[src/rtl/clk_div_pkg.sv]
// Shared constants and helpers for the multi-channel programmable clock divider.
package clk_div_pkg;

  localparam int unsigned DIV_W_DEF = 16;

  // Reset divisor derived from input and default output frequencies
  function automatic int unsigned def_div(input int unsigned clk_f, input int unsigned sc_f);
    return clk_f / sc_f;
  endfunction

  // Divisors below 2 cannot form a square wave; force them up to 2
  function automatic logic [31:0] div_clamp(input logic [31:0] d);
    return (d < 32'd2) ? 32'd2 : d;
  endfunction

endpackage

[src/rtl/clk_div_ch.sv]
// Single divider channel: period counter, square wave, tick strobe and
// boundary-aligned divisor update.
module clk_div_ch
  import clk_div_pkg::*;
#(
  parameter int unsigned DIV_W   = DIV_W_DEF,
  parameter int unsigned DEF_DIV = 40
) (
  input  logic             clk,
  input  logic             reset,
  input  logic             en,
  input  logic             sync,
  input  logic             ld,
  input  logic [DIV_W-1:0] div_in,
  output logic             sc,
  output logic             tick,
  output logic             pend
);

  localparam logic [DIV_W-1:0] DEF_DIV_L = DIV_W'(DEF_DIV);

  logic [DIV_W-1:0] cnt;
  logic [DIV_W-1:0] div_act;
  logic [DIV_W-1:0] div_pend;
  logic [DIV_W-1:0] half_c;
  logic [DIV_W-1:0] cnt_nxt_c;
  logic [DIV_W-1:0] div_in_clamp_c;
  logic [DIV_W-1:0] div_pend_clamp_c;
  logic             wrap_c;

  assign half_c           = div_act >> 1;
  assign cnt_nxt_c        = cnt + DIV_W'(1);
  assign div_in_clamp_c   = DIV_W'(div_clamp(32'(div_in)));
  assign div_pend_clamp_c = DIV_W'(div_clamp(32'(div_pend)));
  assign wrap_c           = en && (sync || (cnt == div_act - DIV_W'(1)));

  // A load coincident with a wrap bypasses the pending register
  always_ff @(posedge clk) begin
    if (reset) begin
      cnt      <= DEF_DIV_L - DIV_W'(1);
      div_act  <= DEF_DIV_L;
      div_pend <= '0;
      pend     <= 1'b0;
      sc       <= 1'b0;
      tick     <= 1'b0;
    end else begin
      if (ld && !wrap_c) begin
        div_pend <= div_in;
        pend     <= 1'b1;
      end
      if (wrap_c) begin
        cnt  <= '0;
        sc   <= 1'b1;
        tick <= 1'b1;
        pend <= 1'b0;
        if (ld)
          div_act <= div_in_clamp_c;
        else if (pend)
          div_act <= div_pend_clamp_c;
      end else if (en) begin
        cnt  <= cnt_nxt_c;
        sc   <= (cnt_nxt_c < half_c);
        tick <= 1'b0;
      end else begin
        tick <= 1'b0;
      end
    end
  end

endmodule

[src/rtl/clk_div_bank.sv]
// Bank of independently programmable clock divider channels sharing a
// phase-alignment sync input.
module clk_div_bank
  import clk_div_pkg::*;
#(
  parameter int unsigned N_CH  = 2,
  parameter int unsigned DIV_W = DIV_W_DEF,
  parameter int unsigned CLK_F = 40_000_000,
  parameter int unsigned SC_F  = 1_000_000
) (
  input  logic             clk,
  input  logic             reset,
  input  logic [N_CH-1:0]  en,
  input  logic             sync,
  input  logic [N_CH-1:0]  ld,
  input  logic [DIV_W-1:0] div_in,
  output logic [N_CH-1:0]  sc,
  output logic [N_CH-1:0]  tick,
  output logic [N_CH-1:0]  pend
);

  localparam int unsigned DEF_DIV = def_div(CLK_F, SC_F);

  for (genvar i = 0; i < int'(N_CH); i++) begin : g_ch
    clk_div_ch #(
      .DIV_W   (DIV_W),
      .DEF_DIV (DEF_DIV)
    ) u_ch (
      .clk    (clk),
      .reset  (reset),
      .en     (en[i]),
      .sync   (sync),
      .ld     (ld[i]),
      .div_in (div_in),
      .sc     (sc[i]),
      .tick   (tick[i]),
      .pend   (pend[i])
    );
  end

endmodule

[config.mk]
export PLATFORM = sky130hd
export DESIGN_NAME = clk_div_bank
export DESIGN_NICKNAME = d
export VERILOG_FILES = /design/src/rtl/clk_div_pkg.sv /design/src/rtl/clk_div_ch.sv /design/src/rtl/clk_div_bank.sv
export SDC_FILE = /design/constraint.sdc
export NUM_CORES = 1
export LEC_CHECK = 0
export ABC_CLOCK_PERIOD_IN_PS = 3400
export CAP_MARGIN = 0
export CORE_UTILIZATION = 62
export DETAILED_ROUTE_END_ITERATION = 12
export PLACE_DENSITY = 0.88
export SYNTH_ARGS = -nofsm -noshare
export SYNTH_HDL_FRONTEND = slang
export SYNTH_HIERARCHICAL = 1
export SYNTH_SLANG_ARGS = --single-unit
[constraint.sdc]
create_clock -name clk -period 3.4 [get_ports clk]
set_input_delay 0.34 -clock clk [delete_from_list [all_inputs] [get_ports clk]]
set_output_delay 0.34 -clock clk [all_outputs]
set_load 0.01 [all_outputs]
# == After elaboration in Yosys (flattened, before gate mapping) ==
# Cells that the tools add are included.
# W data, S select, Z words.
# word_totals
regBits,102
latchBits,0
ramBits,0
romBits,0
out_inout_bits,6
n_memories,0
# op_classes
n_addsub,4
multipliers,0
n_div,0
order_cmp,5
n_eq_ne,2
n_shift,0
mux,17
bitwise,0
n_reduce_logical,16
# op_table
operator,n
$mux W16,7
$lt A16 B2 Y1 const B,3
$add A16 B1 Y16 const B,2
$eq A16 B16 Y1,2
$lt A16 B15 Y1,2
$sub A16 B1 Y16 const B,2
$mux W6,4
$reduce_bool A2 Y1,4
$mux W1,6
$logic_and A1 B1 Y1,4
$reduce_and A2 Y1,2
$reduce_or A2 Y1,2
$logic_not A1 Y1,2
$logic_or A1 B1 Y1,2

# == Logic depth before layout (Yosys ltp) ==
# depth
word_depth,6
depth_mapped,14

# == Hierarchy ==
# Netlist, hierarchy kept.
# by_module_without_submodules
module,n_inst,cells_per_inst,area_per_inst_um2
clk_div_ch at g_ch[0].u_ch,1,447,3759.9
clk_div_ch at g_ch[1].u_ch,1,445,3758.6

# == Worst setup path after synthesis ==
# No wires, ideal clock.
# synth_path
path_kind,reg-to-reg
from,reg g_ch[1].u_ch.div_act[0]
to,reg g_ch[1].u_ch.div_act[10]
setup_time_ns,0.135
t_arrival_ns,2.825
t_required_ns,3.265
slack_ns,0.440
path_stages_with_launch,12
path_buffers,2
synth_period_minus_slack_ns,2.960
cell_sequence,dfxtp_1 -> buf_6 -> inv_1 -> ha_1 -> nor3b_1 -> nand4_1 -> xnor2_1 -> or4_4 -> a2111oi_4 -> buf_2 -> o21ai_1 -> nor3b_2
# synth_via
elab_chain_len,5
# synth_lines
item,line_no,source
"start, declared",clk_div_ch.sv:23,logic [DIV_W-1:0] div_act;
"start signal, assigned",clk_div_ch.sv:57,div_act <= div_in_clamp_c;
"start signal, assigned",clk_div_ch.sv:59,div_act <= div_pend_clamp_c;
$sub A16 B1 Y16,clk_div_ch.sv:35,assign wrap_c = en && (sync || (cnt == div_act - DIV_W'(1)));
$eq A16 B16 Y1,clk_div_ch.sv:35,
$logic_or A1 B1 Y1,clk_div_ch.sv:35,
$logic_and A1 B1 Y1,clk_div_ch.sv:35,
$reduce_and A2 Y1 (no source line),--,
# No other way between the ends.
# A chain may end at the register's enable or synchronous reset.

# == Final worst setup path ==
# layout_path
from,reg g_ch[1].u_ch.div_act[0]
to,reg g_ch[1].u_ch.div_act[7]
# Same word-level chain as after synthesis.

==> reports/summary.txt <==
buffer cell driving the clock tree root = sky130_fd_sc_hd__clkbuf_16
initial core utilization = 0.647
overall global routing resource usage = 0.288
DR DRC count = 0
number of H-tree levels = 3
Crit Reg-Reg Startpoint = g_ch[1].u_ch/div_act[0]
HP Class = flop to flop
worst hold stages = 2
Unique masters post-synth = 63
width of the die = 112 um
Hold Path End = g_ch[1].u_ch/div_pend[0]
critical path start-end classification = flop to flop
final-layout worst hold slack = 0.479 ns
net switching component of the power = 0.951 mW
final hold viol count = 0
drt first-iter violations = 552
largest net degree at the start of global routing = 76
number of maximum-capacitance violations = 0
clk buf depth = 2
design area = 8060 um2
total negative setup slack = 0 ns
nature of the critical path startpoint = flop
Placed Cells = 1009
count of final max-slew check failures = 0
Detailed Routing Iterations Pass 1 = 5
post-route antenna net violation count = 0
Sw Share = 0.310
dominant cells by area after synthesis = sky130_fd_sc_hd__dfxtp_1 (27%), sky130_fd_sc_hd__mux2i_1 (6.9%), sky130_fd_sc_hd__xor2_1 (5.7%), sky130_fd_sc_hd__nand2b_1 (5.7%), sky130_fd_sc_hd__ha_1 (5.3%)
area of the core region = 11600 um2
Worst Hold Launch = g_ch[1].u_ch/div_pend[0]
worst-path fanout max = 29
first-pass GRT wire length = 29500 um
remaining global-route overflow = 0
LEAKAGE = 3.04 nW
layout cell share with drive strength beyond 1 = 0.0885
sequential-to-total area share from yosys stat = 0.272
dominant cell type by area after synthesis = sky130_fd_sc_hd__dfxtp_1
number of inserted filler cells in the final layout = 938
Synth-to-Final Area Change = 7.24%
Register-to-Register Path Depth = 11
worst path arrival time = 3.35 ns
Slew headroom = 0.287
Async SR Flop Fraction = 0
Yosys warning count = 6
Finished Layout Cells = 1024
post-synth top area share = 0.272
routed wire length per instance = 17.4 um
# port buffers = 28
most frequently used flop master after synthesis = sky130_fd_sc_hd__dfxtp_1
overall power of the completed layout = 3.07 mW
Gate Count Post-Synth = 892
Worst Setup End Kind = flop
Routability Congestion = 0.974
Max VDD drop = 0.287 mV
worst-case clock skew = 0.00640 ns
row count = 39
clock-pin transition on the worst setup and hold timing paths = 0.07 ns
Routed Wire Length = 17800 um
worst-margin pin slew = 1.07 ns
pre-CTS setup slack = 0.243 ns
Cell Int Power = 2.12 mW
dpl cell area = 7770 um2
Synthesized Nets = 947
Syn Area/Cell = 8.43 um2
Setup Viol. Count Final = 0
vias in the first global route = 6215
ratio of routed vias to standard cells = 6.28
outcome = complete, no violations
Post-synth EDFFs = 0
post-layout utilization of the core = 0.694
area of the die = 12600 um2
final period utilization = 0.923
via count = 6431
power share of the sequential group = 0.443
destination of the worst register-to-register timing path = g_ch[1].u_ch/div_act[7]
unrepaired setup endpoints after global routing = no
height of the die = 112 um
combinational group share of total power = 0.233
required time at the endpoint of the critical path = 3.61 ns
initial antenna violation count = 0
power share of the clock group = 0.323
number of clock sinks = 102
Reg2Reg Setup Slack = 0.26 ns
synthesized flop and latch total = 102
total clock buffers created by CTS = 9
Fmax achieved = 319 MHz
CTS tree = built
DP Wirelength = 12600 um
minimum clock period after layout = 3.14 ns
power per cell area = 381 nW/um2
count of inserted antenna diode cells = 0
post-route worst setup slack = 0.262 ns
nets@finish = 932
synthesized area = 7520 um2
latest clock arrival within the worst-skew pair = 0.35 ns
# IOs = 29
## cell type report
type	instances	area (um2)	area share
Multi-Input combinational cell	675	4970	0.616
Sequential cell	102	2040	0.253
Timing Repair Buffer	47	433	0.0537
Clock buffer	11	253	0.0313
Tap cell	143	179	0.0222
Inverter	42	158	0.0196
Clock inverter	4	31.3	0.00388
## power groups by stage
stage / clock network (mW) / registers (mW) / logic [mW]
global route: 1.04 / 1.37 / 0.794
floorplan: 0 / 1.34 / 0.568
CTS: 1.01 / 1.36 / 0.712
detailed placement: 0 / 1.39 / 0.704
finish: 0.993 / 1.36 / 0.717
global placement: 0 / 1.38 / 0.688
## metal layers
layer	vias to the layer above	track usage	wire (um)
met5	-	0	0
met4	0	0.145	669
met1	3002	0.348	7510
met2	209	0.491	8600
met3	60	0.0551	987
li1	3160	-	-
## Yosys cell counts (8+ instances only)
master,n
sky130_fd_sc_hd__nor3b_2,21
sky130_fd_sc_hd__nor3b_1,12
sky130_fd_sc_hd__buf_6,8
sky130_fd_sc_hd__nand2_1,33
sky130_fd_sc_hd__nand4_1,15
sky130_fd_sc_hd__a211oi_1,28
sky130_fd_sc_hd__xor2_1,49
sky130_fd_sc_hd__inv_1,40
sky130_fd_sc_hd__mux2i_1,52
sky130_fd_sc_hd__nor4_1,17
sky130_fd_sc_hd__nand2b_1,68
sky130_fd_sc_hd__buf_2,8
sky130_fd_sc_hd__nor3_1,46
sky130_fd_sc_hd__clkbuf_1,50
sky130_fd_sc_hd__nand3_1,18
sky130_fd_sc_hd__o21ai_1,8
sky130_fd_sc_hd__nor2_1,46
sky130_fd_sc_hd__a22oi_1,10
sky130_fd_sc_hd__and3_1,14
sky130_fd_sc_hd__dfxtp_1,102
sky130_fd_sc_hd__xnor2_1,39
sky130_fd_sc_hd__ha_1,32
sky130_fd_sc_hd__nor4b_1,9
sky130_fd_sc_hd__o21ai_0,41
sky130_fd_sc_hd__a21oi_1,19
## logic make-up (layout without fill, tap and decap cells)
family,Yosys count,count (layout),synth area share
compound gates,173,173,0.167
xor+xnor,88,88,0.103
fa+ha+maj,32,32,0.0533
buf+inv,115,104,0.0684
flops,102,102,0.272
mux,52,52,0.0692
simple gates,330,330,0.268
## worst max-delay path by stage
stage / from / endpoint / slack, ns / cells after the start
after floorplan: g_ch[1].u_ch/div_act[0] / g_ch[1].u_ch/div_act[10] / 0.44 / 11
after global placement: g_ch[0].u_ch/div_act[0] / g_ch[0].u_ch/div_act[10] / 0.37 / 11
after detailed placement: g_ch[0].u_ch/div_act[0] / g_ch[0].u_ch/div_act[10] / 0.24 / 11
after CTS: g_ch[0].u_ch/div_act[0] / g_ch[0].u_ch/div_act[10] / 0.21 / 11
after global routing: g_ch[1].u_ch/div_act[0] / g_ch[1].u_ch/div_act[9] / 0.02 / 11
final: g_ch[1].u_ch/div_act[0] / g_ch[1].u_ch/div_act[7] / 0.26 / 11
## cells in the final DEF (no fill, tap or decap), drive strengths merged, types with 5 or more instances in the layout
cell and instances:
ha 32, o21ai 49, nor2 48, nor4 19, nand2b 68, mux2i 52
and3 14, nor3b 33, a22oi 10, a21o 6, a211oi 28, clkdlybuf4s50 27
clkbuf 11, buf 20, nor4b 9, nand4 15, xor2 49, nor3 48
inv 41, nand3 18, a21boi 6, a2111oi 5, a21oi 19, nand2 33
a41oi 6, o211ai 6, xnor2 39, dfxtp 102
## timing repair
action / 4_1_cts / 5_1_grt
setup buffers: 0 / 0
hold buffers: 0 / 0
endpoints found under the setup margin: 0 / 2
gates resized for setup: 0 / 1
## critical path, stage by stage (launching register included)
cell	delay, ns
sky130_fd_sc_hd__dfxtp_1	0.39
sky130_fd_sc_hd__inv_1	0.09
sky130_fd_sc_hd__ha_1	0.28
sky130_fd_sc_hd__nor3b_1	0.22
sky130_fd_sc_hd__buf_4	0.18
sky130_fd_sc_hd__nand4_1	0.12
sky130_fd_sc_hd__xnor2_1	0.18
sky130_fd_sc_hd__or4_4	0.57
sky130_fd_sc_hd__a2111oi_4	0.33
sky130_fd_sc_hd__buf_4	0.33
sky130_fd_sc_hd__o21ai_0	0.14
sky130_fd_sc_hd__nor3b_2	0.17
## sequential cells by signal, indices dropped and copies added (netlist names)
name	cells
g_ch.u_ch/div_act	32
g_ch.u_ch/div_pend	32
g_ch.u_ch/pend	2
g_ch.u_ch/cnt	32
g_ch.u_ch/tick	2
g_ch.u_ch/sc	2
No activity file was read; power rests on OpenSTA's default activity.
